$ cat src/rtl/pc_sequencer.sv
// Command sequencer driving a downstream program counter with increment/load pulses.
// Optional 4-entry return stack for CALL/RET is compiled only with PC_SEQ_STACK_EN.
module pc_sequencer (
  input  logic       clk,
  input  logic       rst_n,
  input  logic       cmd_valid,
  output logic       cmd_ready,
  input  logic [2:0] cmd_op,
  input  logic [7:0] cmd_arg,
  input  logic [7:0] pc_cur,
  output logic       pc_en,
  output logic       pc_load,
  output logic [7:0] pc_target,
  output logic       halted,
  output logic       stack_err,
  output logic [2:0] stack_depth
);

  typedef enum logic [2:0] {
    OP_STEP   = 3'b000,
    OP_JUMP   = 3'b001,
    OP_CALL   = 3'b010,
    OP_RET    = 3'b011,
    OP_LSET   = 3'b100,
    OP_LBR    = 3'b101,
    OP_HALT   = 3'b110,
    OP_CLRERR = 3'b111
  } op_e;

  typedef enum logic [1:0] {
    S_IDLE  = 2'd0,
    S_ISSUE = 2'd1,
    S_HALT  = 2'd2
  } state_e;

  state_e     state;
  logic [7:0] loop_cnt;

`ifdef PC_SEQ_STACK_EN
  logic [7:0] stack [4];
  logic [2:0] depth;
  logic       err;

  assign stack_depth = depth;
  assign stack_err   = err;
`else
  // Without the stack the current PC is never needed.
  logic unused_pc_cur;
  assign unused_pc_cur = ^pc_cur;
  assign stack_depth   = 3'd0;
  assign stack_err     = 1'b0;
`endif

  always_ff @(posedge clk or negedge rst_n) begin
    if (!rst_n) begin
      state     <= S_IDLE;
      cmd_ready <= 1'b1;
      pc_en     <= 1'b0;
      pc_load   <= 1'b0;
      pc_target <= 8'h00;
      halted    <= 1'b0;
      loop_cnt  <= 8'h00;
`ifdef PC_SEQ_STACK_EN
      depth     <= 3'd0;
      err       <= 1'b0;
      for (int i = 0; i < 4; i++) stack[i] <= 8'h00;
`endif
    end else begin
      // Pulses live for exactly the ISSUE cycle.
      pc_en   <= 1'b0;
      pc_load <= 1'b0;
      case (state)
        S_IDLE: begin
          if (cmd_valid) begin
            state     <= S_ISSUE;
            cmd_ready <= 1'b0;
            case (op_e'(cmd_op))
              OP_STEP: pc_en <= 1'b1;
              OP_JUMP: begin
                pc_load   <= 1'b1;
                pc_target <= cmd_arg;
              end
              OP_CALL: begin
`ifdef PC_SEQ_STACK_EN
                if (depth == 3'd4) begin
                  err   <= 1'b1;
                  pc_en <= 1'b1;
                end else begin
                  stack[depth[1:0]] <= pc_cur + 8'd1;
                  depth             <= depth + 3'd1;
                  pc_load           <= 1'b1;
                  pc_target         <= cmd_arg;
                end
`else
                pc_load   <= 1'b1;
                pc_target <= cmd_arg;
`endif
              end
              OP_RET: begin
`ifdef PC_SEQ_STACK_EN
                if (depth == 3'd0) begin
                  err   <= 1'b1;
                  pc_en <= 1'b1;
                end else begin
                  // depth 4 wraps the low bits to 0, so minus one lands on entry 3.
                  pc_target <= stack[depth[1:0] - 2'd1];
                  depth     <= depth - 3'd1;
                  pc_load   <= 1'b1;
                end
`else
                pc_en <= 1'b1;
`endif
              end
              OP_LSET: loop_cnt <= cmd_arg;
              OP_LBR: begin
                if (loop_cnt != 8'h00) begin
                  loop_cnt  <= loop_cnt - 8'd1;
                  pc_load   <= 1'b1;
                  pc_target <= cmd_arg;
                end else begin
                  pc_en <= 1'b1;
                end
              end
              OP_HALT: begin
                state  <= S_HALT;
                halted <= 1'b1;
              end
              OP_CLRERR: begin
`ifdef PC_SEQ_STACK_EN
                err <= 1'b0;
`endif
              end
              default: ;
            endcase
          end
        end
        S_ISSUE: begin
          state     <= S_IDLE;
          cmd_ready <= 1'b1;
        end
        S_HALT: ;
        default: begin
          state     <= S_IDLE;
          cmd_ready <= 1'b1;
        end
      endcase
    end
  end

endmodule

$ cat config.mk
export PLATFORM = sky130hd
export DESIGN_NAME = pc_sequencer
export DESIGN_NICKNAME = d
export VERILOG_FILES = /design/src/rtl/pc_sequencer.sv
export SDC_FILE = /design/constraint.sdc
export NUM_CORES = 1
export LEC_CHECK = 0
export BUFFER_PORTS_ARGS = -buffer_cell sky130_fd_sc_hd__buf_2
export CELL_PAD_IN_SITES_DETAIL_PLACEMENT = 1
export CELL_PAD_IN_SITES_GLOBAL_PLACEMENT = 2
export CORE_ASPECT_RATIO = 0.75
export CORE_MARGIN = 10
export CORE_UTILIZATION = 30
export DETAILED_ROUTE_END_ITERATION = 16
export HOLD_SLACK_MARGIN = 0.1
export PLACE_DENSITY_LB_ADDON = 0.05
export SLEW_MARGIN = 20
export SYNTH_ARGS = -nofsm -noshare
export SYNTH_HDL_FRONTEND = slang
export SYNTH_SLANG_ARGS = --single-unit
export TNS_END_PERCENT = 1
$ cat constraint.sdc
create_clock -name clk -period 2.15 [get_ports clk]
set_clock_uncertainty 0.05 [all_clocks]
set_input_delay 0.1075 -clock clk [delete_from_list [all_inputs] [get_ports clk]]
set_output_delay 0.1075 -clock clk [all_outputs]
set_load 0.05 [all_outputs]
# ---- Word-level counts from Yosys, hierarchy flattened
# Cells that the tools add are included.
dict set report word_totals {
  reg_bits 22
  latchBits 0
  ramBits 0
  mem_bits_ro 0
  input_bits 22
  out_inout_bits 16
  elab_cells 46
  n_memories 0
}
dict set report classes {
  addsub 1
  n_mul 0
  div_mod_pow 0
  order_cmp 0
  eq_ne 9
  n_shift 0
  muxes 17
  bitwise 1
  n_reduce_logical 11
}
# cell n
set ops {}
lappend ops {{one-hot mux 8 bit (2 select lines)} 2}
lappend ops {{two-way mux 8 bit} 2}
lappend ops {{== test 3 bit (second input constant)} 3}
lappend ops {{AND reduction 4 bit} 2}
lappend ops {{nonzero test 8 bit} 1}
lappend ops {{subtractor 8 x 1 -> 8 bit (second input constant)} 1}
lappend ops {{two-way mux 1 bit} 7}
lappend ops {{== test 3 x 2 -> 1 bit (second input constant)} 2}
lappend ops {{one-hot mux 1 bit (2 select lines)} 3}
lappend ops {{two-way mux 2 bit} 2}
lappend ops {{!= test 2 bit (second input constant)} 2}
lappend ops {{one-hot mux 2 bit (2 select lines)} 1}
lappend ops {{nonzero test 2 bit} 2}
lappend ops {{OR reduction 2 bit} 2}
lappend ops {{== test 3 x 1 -> 1 bit (second input constant)} 1}
lappend ops {{logical NOT 3 bit} 1}
lappend ops {{AND reduction 3 bit} 1}
lappend ops {{== test 2 bit (second input constant)} 1}
lappend ops {{logical NOT 2 bit} 1}
lappend ops {{AND reduction 2 bit} 1}
lappend ops {{NOT 1 bit} 1}

# ---- Longest topological paths before layout
# Gate-level depths: netlist of run 1.
dict set report logic_depth {
  ltp_word 5
  mapped_depth 6
}

# ---- Worst setup path before layout of run 1
# Ideal clock, no wire load.
dict set report synth_timing {
  kind {register to register}
  start {register loop_cnt[4]}
  end {register pc_target[0]}
  setup_time_ns 0.125
  t_arrival_ns 1.607
  setup_slack_ns 0.368
  stages_incl_launch_ff 5
  period_less_slack_ns 1.782
  cell_sequence {dfrtp_1 nor4_4 nand3_4 a21oi_4 mux2_2}
}
dict set report synth_via {
  elab_chain_len 3
}
# item line
set synth_lines {}
lappend synth_lines {{from (decl)} 37} ;# logic [7:0] loop_cnt;
lappend synth_lines {{from (signal assigned)} 114} ;# OP_LSET: loop_cnt <= cmd_arg;
lappend synth_lines {{from (signal assigned)} 117} ;# loop_cnt <= loop_cnt - 8'd1;
lappend synth_lines {{nonzero test 8 bit} 116} ;# if (loop_cnt != 8'h00) begin
lappend synth_lines {{!= test 2 bit (no line)} --}
lappend synth_lines {{AND reduction 4 bit (no line)} --}
lappend synth_lines {{to (signal assigned)} 81} ;# pc_target <= cmd_arg;
lappend synth_lines {{to (signal assigned)} 96} ;# pc_target <= cmd_arg;
lappend synth_lines {{to (signal assigned)} 119} ;# pc_target <= cmd_arg;
lappend synth_lines {{to (decl)} 13} ;# output logic [7:0] pc_target,
# Every way passes these cells.
# A chain may end at the register's enable or synchronous reset.

# ---- Worst setup path after layout of run 1
dict set report layout_timing {
  start {register loop_cnt[0]}
  end {register loop_cnt[3]}
}
dict set report layout_via {
  elab_chain_len 3
  word_cells_on_any_way 6
}
# item line
set layout_lines {}
lappend layout_lines {{subtractor 8 x 1 -> 8 bit / nonzero test 8 bit (equally long branches)} {117, 116}}
lappend layout_lines {{two-way mux 8 bit / != test 2 bit (equally long branches)} --}
lappend layout_lines {{one-hot mux 8 bit (2 select lines) / AND reduction 4 bit (equally long branches)} --}
# Several ways; a longest one is shown, not always the timed one. The select of a mux whose other input is x is not followed.

==> results.yml, run 1 <==
cts:
  cts_tree: "done"
  clk_path_buf_depth: 2
  clock_latency_ns: 0.27
  cts_buffers: 3
  cts.clk_slew.worst_paths_ns: 0.08
  h-tree-depth: 1
  clock_sinks: 22
  cts_root_buf: "clkbuf_8"
floorplanning:
  initial_core_util_pct: 31.68
  core_area_sq_um: 3732
  fp.dieW_um: 92.49
  ios: 38
  chipHeight_um: 74.37
  num_rows: 19
  die_area_sq_um: 6878
finish:
  drive_gt1_share_pct: 33.10
  num-fill-cells: 433
  area_growth_pct: 26.98
  antennaDiodeCount: 0
  final_nets: 170
logic_synthesis:
  synth-compound-area-share_pct: 17.67
  synth_mux_area_share_pct: 8.254
  synth_edf_count: 0
  syn_inst: 108
  synth_xor_area_share_pct: 0.7407
  synthSimpleGateAreaFrac_pct: 18.84
  synth_cell_types: 38
  ys_ff_latch: 22
  synth_warnings: 0
  seq_area_frac_synth_pct: 46.67
  synth_top_flop_cell: "dfrtp_1"
  syn_area_per_cell_sq_um: 10.95
  synth_fa_ha_area_share_pct: 2.116
  ys_async_sr_fraction_pct: 100.0
  synth_area_sq_um: 1182
  synth_top_family_by_area: "simple AND/OR/NAND/NOR gates"
sta:
  drv_slew: 0
  fmax_ghz: 0.5199
  whs_ns: 0.1394
  maxSlewHeadroom_pct: 65.03
  setup_violations: 0
  tightest_slew_ns: 0.5245
  fin_crit_ns: 1.923
  hold_viol_final: 0
  post-route-period-util_pct: 89.46
  rsz0062_at_grt: "false"
  tns_ns: 0
setup_path:
  end_kind: "register"
  regToRegSetupSlack_ns: 0.23
  setup.worst_path.start: "loop_cnt[0]"
  path_cells: "inv_1 -> ha_1 -> and4bb_2 -> a211oi_4 -> o21ai_0 -> a22oi_1"
  cp.required_ns: 2.28
  reg2reg_depth: 6
  cp_max_fo: 9
  critical_path_class: "register to register"
  r2r_start: "loop_cnt[0]"
  cpMaxStageDelayCell: "a211oi_4"
  max_stage_delay_ns: 0.47
  worst_ep_arrival_time_ns: 2.06
  start_kind: "register"
power_and_ir_drop:
  switching_share_pct: 42.42
  combPwrFrac_pct: 39.7
  leakage_nw: 0.6701
  powerDensity_nw_per_um2: 1031
  seqPwrFrac_pct: 40.7
  pwr-share-clk_pct: 19.6
  irDropWorstVdd_v: 0.0005558
  intPower_mw: 0.8918
  p_sw_mw: 0.6569
global_routing:
  grt_use_total_pct: 10.23
  first_global_vias: 1099
  antenna_found_initial: 0
  grt_max_degree: 23
  grt_remaining_overflow: 0
  grt_pass1_wl_um: 5595
run:
  max-cap-violations: 0
drt:
  routedWlPerCell_um: 16.12
  viasPerCell: 4.792
  firstDrtPassIters: 4
  route.detailed.drc: 0
  wl_um: 3176
  drt_iter0_markers: 57
  ant_nets: 0
  vias: 944
place:
  port_buffers: 25
  gp_congestion: 0.7236
  hpwl_um: 2379
run_status:
  outcome: "finished, final reports clean"
hold_path:
  hold_class: "input port to register"
  hp-start: "cmd_op[0]"
  min_path_cells: 3
per-layer routing:
layer  GRT usage, %  part of all wire (%)
met5              0                     0
met1          13.04                    49
met4          3.584                  0.91
met3          3.819                   5.8
met2          15.63                    44
power by group through the flow:
stage | Clock [mW] | Combinational (mW) | Sequential, mW
global route | 0.337 | 0.675 | 0.653
finish | 0.303 | 0.615 | 0.630
floorplan | 0 | 0.246 | 0.842
global placement | 0 | 0.599 | 0.629
CTS | 0.323 | 0.627 | 0.631
detailed placement | 0 | 0.611 | 0.638
critical path: cells and delay by family (launching register included):
family | cells | cell delay, ns
compound gates | 3 | 0.80
flops | 1 | 0.37
fa+ha+maj | 1 | 0.25
simple gates | 1 | 0.28
buf+inv | 1 | 0.09
layout make-up:
| cell class | instances | area (sq um) | share of cell area [%] |
|---|---|---|---|
| clock buffers | 4 | 55.05 | 3.667 |
| inverters | 5 | 18.77 | 1.250 |
| multi-input cells | 78 | 578.1 | 38.50 |
| flip-flops and latches | 22 | 551.8 | 36.75 |
| well taps | 52 | 65.06 | 4.333 |
| repair buffers | 36 | 232.7 | 15.50 |
synthesized netlist by cell type, types with 2 or more instances:
cell type  instances  share of area, %
nor3b_1            2               1.3
nand3_1            4               1.7
a21oi_1            8               3.4
buf_4              4               2.5
nor3_1             2              0.85
ha_1               2               2.1
dfrtp_1           21                44
o21ai_0            6               2.5
mux2_4             2               2.5
mux2_2             6               5.7
a2bb2oi_1          4               3.0
inv_1              5               1.6
nor2_1            11               3.5
nand2_1            5               1.6
o22ai_1            3               1.6
cells in the final DEF (no fill, tap or decap), drive strengths merged:
cell	n
a211o	1
a211oi	2
a21o	2
a21oi	9
a22oi	1
a2bb2oi	4
and3	1
and3b	1
and4bb	1
buf	26
clkbuf	4
conb	4
dfrtp	21
dfstp	1
dlygate4sd3	10
ha	2
inv	5
mux2	8
nand2	5
nand2b	1
nand3	5
nand3b	1
nor2	11
nor3	3
nor3b	3
nor4	1
o211ai	1
o21ai	6
o22ai	3
or3b	1
xnor2	1
timing repair:
| item | CTS | global route |
|---|---|---|
| gates resized for setup | 0 | 0 |
| endpoints found under the hold margin | 33 | 0 |
| hold buffers | 10 | 0 |
| setup endpoints to repair | 0 | 0 |
| buffers inserted | 0 | 0 |
through the flow:
step                std cells  power [mW]  util (%)  instance area [sq um]  setup WS [ns]
floorplan                 111       1.088         -                   1194         0.3678
global route              197       1.665     40.23                   1501       0.008557
CTS                       197       1.582     40.23                   1501         0.2090
global placement          183       1.228     36.07                   1346         0.2905
detailed placement        183       1.250     36.07                   1346         0.2379
finish                    197       1.549     40.23                   1501         0.2266
logic make-up after synthesis:
kind of cell	Yosys count
muxes	8
xor gates and xnor gates	1
and+or+nand+nor	34
adders and majority gates	2
AOI/OAI and AO/OA	29
buffers and inverters	11
other	1
DFF	22
final timing paths:
kind | to
worst max-delay path | loop_cnt[3]
worst min-delay path | state[0]
worst max register to register | loop_cnt[3]
worst min register to register | halted
max in group asynchronous | cmd_ready
min in group asynchronous | pc_load
registers in the layout, summed over array words and instances (netlist names):
register,count
pc_target,8
halted,1
cmd_ready,1
pc_load,1
pc_en,1
loop_cnt,8
state,2
No activity file was read; power rests on OpenSTA's default activity.
==> run 2: changes to the inputs <==
- ABC_AREA: default -> 1
- CORE_UTILIZATION: 30 -> 28
- clock period: 2.15 -> 2.05 ns (I/O delays scaled with it)
==> run 2 against run 1 <==
Against the previous run: setup slack better by 0.23 ns; largest cell class unchanged; cell area is 6.1% higher; global-route usage fell by 1.3 points; highest routed layer unchanged.
==> results.yml, run 2 <==
power_and_ir_drop:
  leakage_nw: 0.8757
  intPower_mw: 0.6040
  combPwrFrac_pct: 11.5
  switching_share_pct: 25.44
  powerDensity_nw_per_um2: 508.6
  p_sw_mw: 0.2061
  total_power_mw: 0.8101
  pwr-share-clk_pct: 35.0
  irDropWorstVdd_v: 0.0002704
  seqPwrFrac_pct: 53.5
finish:
  layout_common_cells: "nand2_1 (60), buf_2 (25), dfrtp_1 (21), nor2_1 (15), nand3_1 (15)"
  antennaDiodeCount: 0
  final_nets: 228
  top_regs: "loop_cnt (8), pc_target (8), state (2)"
  area_growth_pct: 23.00
  mostFrequentLayoutCell: "nand2_1"
  drive_gt1_share_pct: 26.60
cts:
  cts_root_buf: "clkbuf_8"
  h-tree-depth: 1
  clock_sinks: 22
  cts_tree: "done"
  clk_path_buf_depth: 2
  clock_latency_ns: 0.26
  cts_buffers: 3
  cts.clk_slew.worst_paths_ns: 0.08
  post_cts_buffers: 0
sta:
  rsz0062_at_grt: "false"
  post-route-period-util_pct: 77.86
  fmax_ghz: 0.6265
  fin_crit_ns: 1.596
  setup_violations: 0
  maxSlewHeadroom_pct: 64.53
  tightest_slew_ns: 0.5321
  tns_ns: 0
  drv_slew: 0
  hold_viol_final: 0
floorplanning:
  num_rows: 21
  fp.dieW_um: 98.53
  chipHeight_um: 78.90
  ios: 38
  core_area_sq_um: 4467
  initial_core_util_pct: 28.99
  die_area_sq_um: 7773
place:
  gp_congestion: 0.7696
  hpwl_um: 2629
  port_buffers: 25
logic_synthesis:
  synthTopCellsByCount: "nand2_1 (60), dfrtp_1 (21), nand3_1 (15), nor2_1 (15), inv_1 (11)"
  synth_area_sq_um: 1295
  synth_edf_count: 0
  synthTopCellsByArea: "dfrtp_1 (41%), nand2_1 (17%), nand3_1 (5.8%)"
  yosysTopAreaCell: "dfrtp_1"
  post-synth-top-count-cell: "nand2_1"
  syn_inst: 167
  ys_ff_latch: 22
  synth_top_flop_cell: "dfrtp_1"
  synth_warnings: 0
  yosys.area.top_type_share_pct: 40.58
  seq_area_frac_synth_pct: 42.61
  synth_cell_types: 25
  ys_async_sr_fraction_pct: 100.0
  syn_area_per_cell_sq_um: 7.754
hold_path:
  hp-start: "cmd_op[0]"
  min_path_cells: 3
  min_to: "state[0]"
  hold_class: "input port to register"
global_routing:
  first_global_vias: 1205
  grt_pass1_wl_um: 5865
  grt_remaining_overflow: 0
  antenna_found_initial: 0
  grt_max_degree: 23
  grt_use_total_pct: 8.974
drt:
  route.detailed.drc: 0
  wl_um: 3385
  routedWlPerCell_um: 13.02
  viasPerCell: 4.381
  firstDrtPassIters: 4
  drt_iter0_markers: 58
  ant_nets: 0
  vias: 1139
setup_path:
  r2r_end: "loop_cnt[0]"
  start_kind: "register"
  reg2reg_depth: 9
  cp.required_ns: 2.16
  end_kind: "register"
  cp_max_fo: 10
  critical_path_class: "register to register"
  regToRegSetupSlack_ns: 0.45
  r2r_start: "loop_cnt[0]"
  worst_ep_arrival_time_ns: 1.70
run_status:
  outcome: "finished, final reports clean"
run:
  max-cap-violations: 0
==> run 2: changes by cell type after synthesis, moves of 6 or more <==
cell,previous run,this run
mux2_2,6,0
a21oi_1,8,1
inv_2,0,7
nand2_1,5,60
inv_1,5,11
nand3_1,4,15
==> run 2: critical path, cell delays in order, from the launching register on <==
cell     delay, ns
dfrtp_1       0.38
inv_1         0.14
ha_1          0.21
inv_1         0.05
nor2_1        0.16
nand3_2       0.14
nand2_4       0.16
inv_4         0.07
nand2_1       0.08
o21ai_2       0.05
==> run 2: layout make-up <==
| type | count | area (sq um) |
|---|---|---|
| fillers | 585 | 2874 |
| inverters | 19 | 73.82 |
| flip-flops and latches | 22 | 551.8 |
| multi-input cells | 123 | 628.1 |
| clock buffers | 4 | 45.04 |
| repair buffers | 35 | 222.7 |
| well taps | 57 | 71.32 |
==> run 2: through the flow <==
step / instances / setup WS, ns / util, % / hold slack, ns / instance area, sq um
4_1_cts: 260 / 0.4211 / 35.66 / 0.1166 / 1593
5_1_grt: 260 / 0.2879 / 35.66 / 0.1438 / 1593
3_5_place_dp: 247 / 0.4443 / 32.63 / 0.07276 / 1458
2_1_floorplan: 170 / 0.6681 / - / -0.2431 / 1306
3_3_place_gp: 247 / 0.4596 / 32.63 / 0.07002 / 1458
6_report: 260 / 0.4540 / 35.66 / 0.1185 / 1593
==> run 2: kinds of logic after synthesis <==
group,count (synthesis),share of synthesized area (%)
AOI/OAI and AO/OA,10,4.831
xor gates and xnor gates,1,0.6765
adders and majority gates,2,1.932
buffers and inverters,25,9.759
DFF,22,42.61
other,1,0.2896
and+or+nand+nor,106,39.90
==> run 2: power groups by stage <==
stage	Sequential, mW	Clock (mW)	Combinational (mW)
finish	0.434	0.284	0.0928
floorplan	0.442	0	0.0542
global placement	0.442	0	0.0804
detailed placement	0.442	0	0.0814
CTS	0.434	0.304	0.0948
global route	0.434	0.326	0.105
==> run 2: repair_timing <==
item | in CTS | in global routing
hold endpoints to repair | 29 | 0
hold buffers | 9 | 0
resized for setup | 0 | 0
==> run 2: layer usage <==
metal  GRT usage (%)  wire length (um)  vias to the layer above  share of wire (%)
met5               0                 0                        -                  0
met4          0.8571                13                        0               0.38
met3           3.374               196                        2                5.8
met2           14.58              1560                       19                 46
met1           11.49              1614                      538                 48
li1                -                 -                      580                  -
==> run 2: worst max-delay path by stage <==
| stage | slack (ns) | start | endpoint | cells past startpoint |
|---|---|---|---|---|
| final | 0.45 | loop_cnt[0] | loop_cnt[0] | 9 |
| after global routing | 0.29 | loop_cnt[0] | loop_cnt[0] | 9 |
| after detailed placement | 0.44 | loop_cnt[0] | loop_cnt[0] | 9 |
| after global placement | 0.46 | loop_cnt[0] | loop_cnt[0] | 9 |
| after CTS | 0.42 | loop_cnt[0] | loop_cnt[0] | 9 |
| after floorplan | 0.67 | loop_cnt[0] | loop_cnt[0] | 9 |
==> run 3: changes to the inputs <==
- clock period: 2.05 -> 1.5 ns (I/O delays scaled with it)
==> run 3 against run 2 <==
Against the previous run: worst hold slack worse by 0.0099 ns; wire length up 1.4%; sequential power up 37%; total power up 37%; register-to-register slack worse by 0.35 ns.
==> results.yml, run 3 (same netlist as run 2, synthesis figures left out) <==
run_status:
  outcome: "finished, final reports clean"
place:
  port_buffers: 25
  dp_slack_ns: -0.03314
  dp.cells: 249
  hpwl_um: 2659
  placed_area_sq_um: 1473
  gp_congestion: 0.7687
sta:
  fmax_ghz: 0.7150
  rsz0062_at_grt: "false"
  maxSlewHeadroom_pct: 64.19
  tightest_slew_ns: 0.5371
  setup_violations: 0
  setup_slack_ns: 0.1014
  fin_crit_ns: 1.399
  tns_ns: 0
  post-route-period-util_pct: 93.24
  drv_slew: 0
  hold_viol_final: 0
floorplanning:
  ios: 38
  fp.dieW_um: 98.53
  initial_core_util_pct: 28.99
  die_area_sq_um: 7773
  num_rows: 21
  core_area_sq_um: 4467
  chipHeight_um: 78.90
finish:
  stdcell_count: 264
  mostFrequentLayoutCell: "nand2_1"
  area_growth_pct: 27.25
  drive_gt1_share_pct: 30.43
  layout_common_cells: "nand2_1 (60), buf_2 (25), dfrtp_1 (21), nand3_1 (15), nor2_1 (14)"
  final_area_sq_um: 1648
  top_regs: "loop_cnt (8), pc_target (8), state (2)"
  antennaDiodeCount: 0
  final_nets: 232
  fin_util_pct: 36.89
run:
  max-cap-violations: 0
power_and_ir_drop:
  leakage_nw: 0.8716
  powerDensity_nw_per_um2: 673.3
  irDropWorstVdd_v: 0.0003570
hold_path:
  min_path_cells: 3
  hp-start: "cmd_op[0]"
  min_to: "state[0]"
  hold_class: "input port to register"
setup_path:
  worst_ep_arrival_time_ns: 1.51
  r2r_start: "loop_cnt[1]"
  critical_path_class: "register to register"
  max_stage_delay_ns: 0.40
  path_delay_family: "simple AND/OR/NAND/NOR gates"
  cpMaxStageDelayCell: "dfrtp_1"
  cp_max_fo: 6
  regToRegSetupSlack_ns: 0.10
  start_kind: "register"
  end_kind: "register"
  critPathBufInv: 3
  reg2reg_depth: 9
  r2r_end: "loop_cnt[0]"
  path_cells: "inv_2 -> ha_4 -> inv_1 -> nor2_2 -> nand3_2 -> nand2_4 -> inv_4 -> nand2_1 -> o21ai_2"
  cp.required_ns: 1.61
drt:
  routedWlPerCell_um: 13.00
  ant_nets: 0
  route.detailed.drc: 0
  firstDrtPassIters: 2
  drt_iter0_markers: 41
  viasPerCell: 4.383
  vias: 1157
  wl_um: 3432
global_routing:
  grt_use_total_pct: 9.032
  grt_max_degree: 23
  grt_remaining_overflow: 0
  antenna_found_initial: 0
  grt_pass1_wl_um: 5871
  first_global_vias: 1194
cts:
  cts_root_buf: "clkbuf_8"
  cts.clk_slew.worst_paths_ns: 0.09
  clock_latency_ns: 0.26
  clock_sinks: 22
  clk_path_buf_depth: 2
  cts_buffers: 3
  h-tree-depth: 1
  cts_tree: "done"
[run 3: cell types whose count changed in the layout (fill, tap and decap cells not counted)]
| cell | previous run | this run |
|---|---|---|
| buf_4 | 1 | 4 |
| ha_1 | 2 | 0 |
| inv_1 | 11 | 9 |
| inv_2 | 7 | 9 |
| ha_2 | 0 | 1 |
| ha_4 | 0 | 1 |
| nand2_2 | 2 | 3 |
| nand2_4 | 4 | 3 |
| nand2_8 | 0 | 1 |
| nor2_1 | 15 | 14 |
| nor2_2 | 0 | 1 |
[run 3: power by group]
part	total (mW)	switching (mW)	internal, mW
registers	0.593	0	0.593
clock network	0.389	0.199	0.190
logic	0.128	0.0844	0.0437
total	1.11	0.284	0.826
[run 3: timing repair]
action / in CTS / in global routing
setup buffers: 1 / 0
gates cloned: 1 / 0
pin swaps: 2 / 4
endpoints found under the hold margin: 31 / 0
gates resized for setup: 2 / 5
hold buffers: 9 / 0
setup endpoints to repair: 7 / 13
[run 3: cell type report]
| class | instances | area [sq um] |
|---|---|---|
| fillers | 580 | 2819 |
| multi-input cells | 124 | 660.6 |
| flip-flops and latches | 22 | 551.8 |
| repair buffers | 38 | 245.2 |
| inverters | 19 | 73.82 |
| well taps | 57 | 71.32 |
| clock buffers | 4 | 45.04 |
[run 3: layer usage]
| layer | track usage [%] | vias to the layer above | wire length [um] |
|---|---|---|---|
| met5 | 0 | - | 0 |
| met4 | 1.286 | 0 | 15 |
| met3 | 3.287 | 2 | 180 |
| met2 | 14.58 | 21 | 1630 |
| met1 | 11.55 | 548 | 1605 |
| li1 | - | 586 | - |
[run 3: worst max path at each step]
stage	from	end	slack [ns]	cells after the start
after floorplan	loop_cnt[0]	loop_cnt[0]	0.12	9
after global placement	loop_cnt[0]	loop_cnt[1]	-0.003	9
after detailed placement	loop_cnt[0]	loop_cnt[1]	-0.03	9
after CTS	loop_cnt[0]	loop_cnt[1]	0.004	9
after global routing	loop_cnt[1]	loop_cnt[1]	0.02	9
final	loop_cnt[1]	loop_cnt[0]	0.10	9
[run 3: through the flow]
stage               hold WS [ns]  total power, mW
floorplan                -0.2706           0.6786
global route              0.1433            1.180
finish                    0.1086            1.110
CTS                       0.1115            1.134
detailed placement       0.05158           0.7152
global placement         0.04440           0.7143
[run 3: tightest hold or removal path, stage by stage]
cell and delay (ns):
buf_2 0.13, nor3_1 0.08, nor2_1 0.09
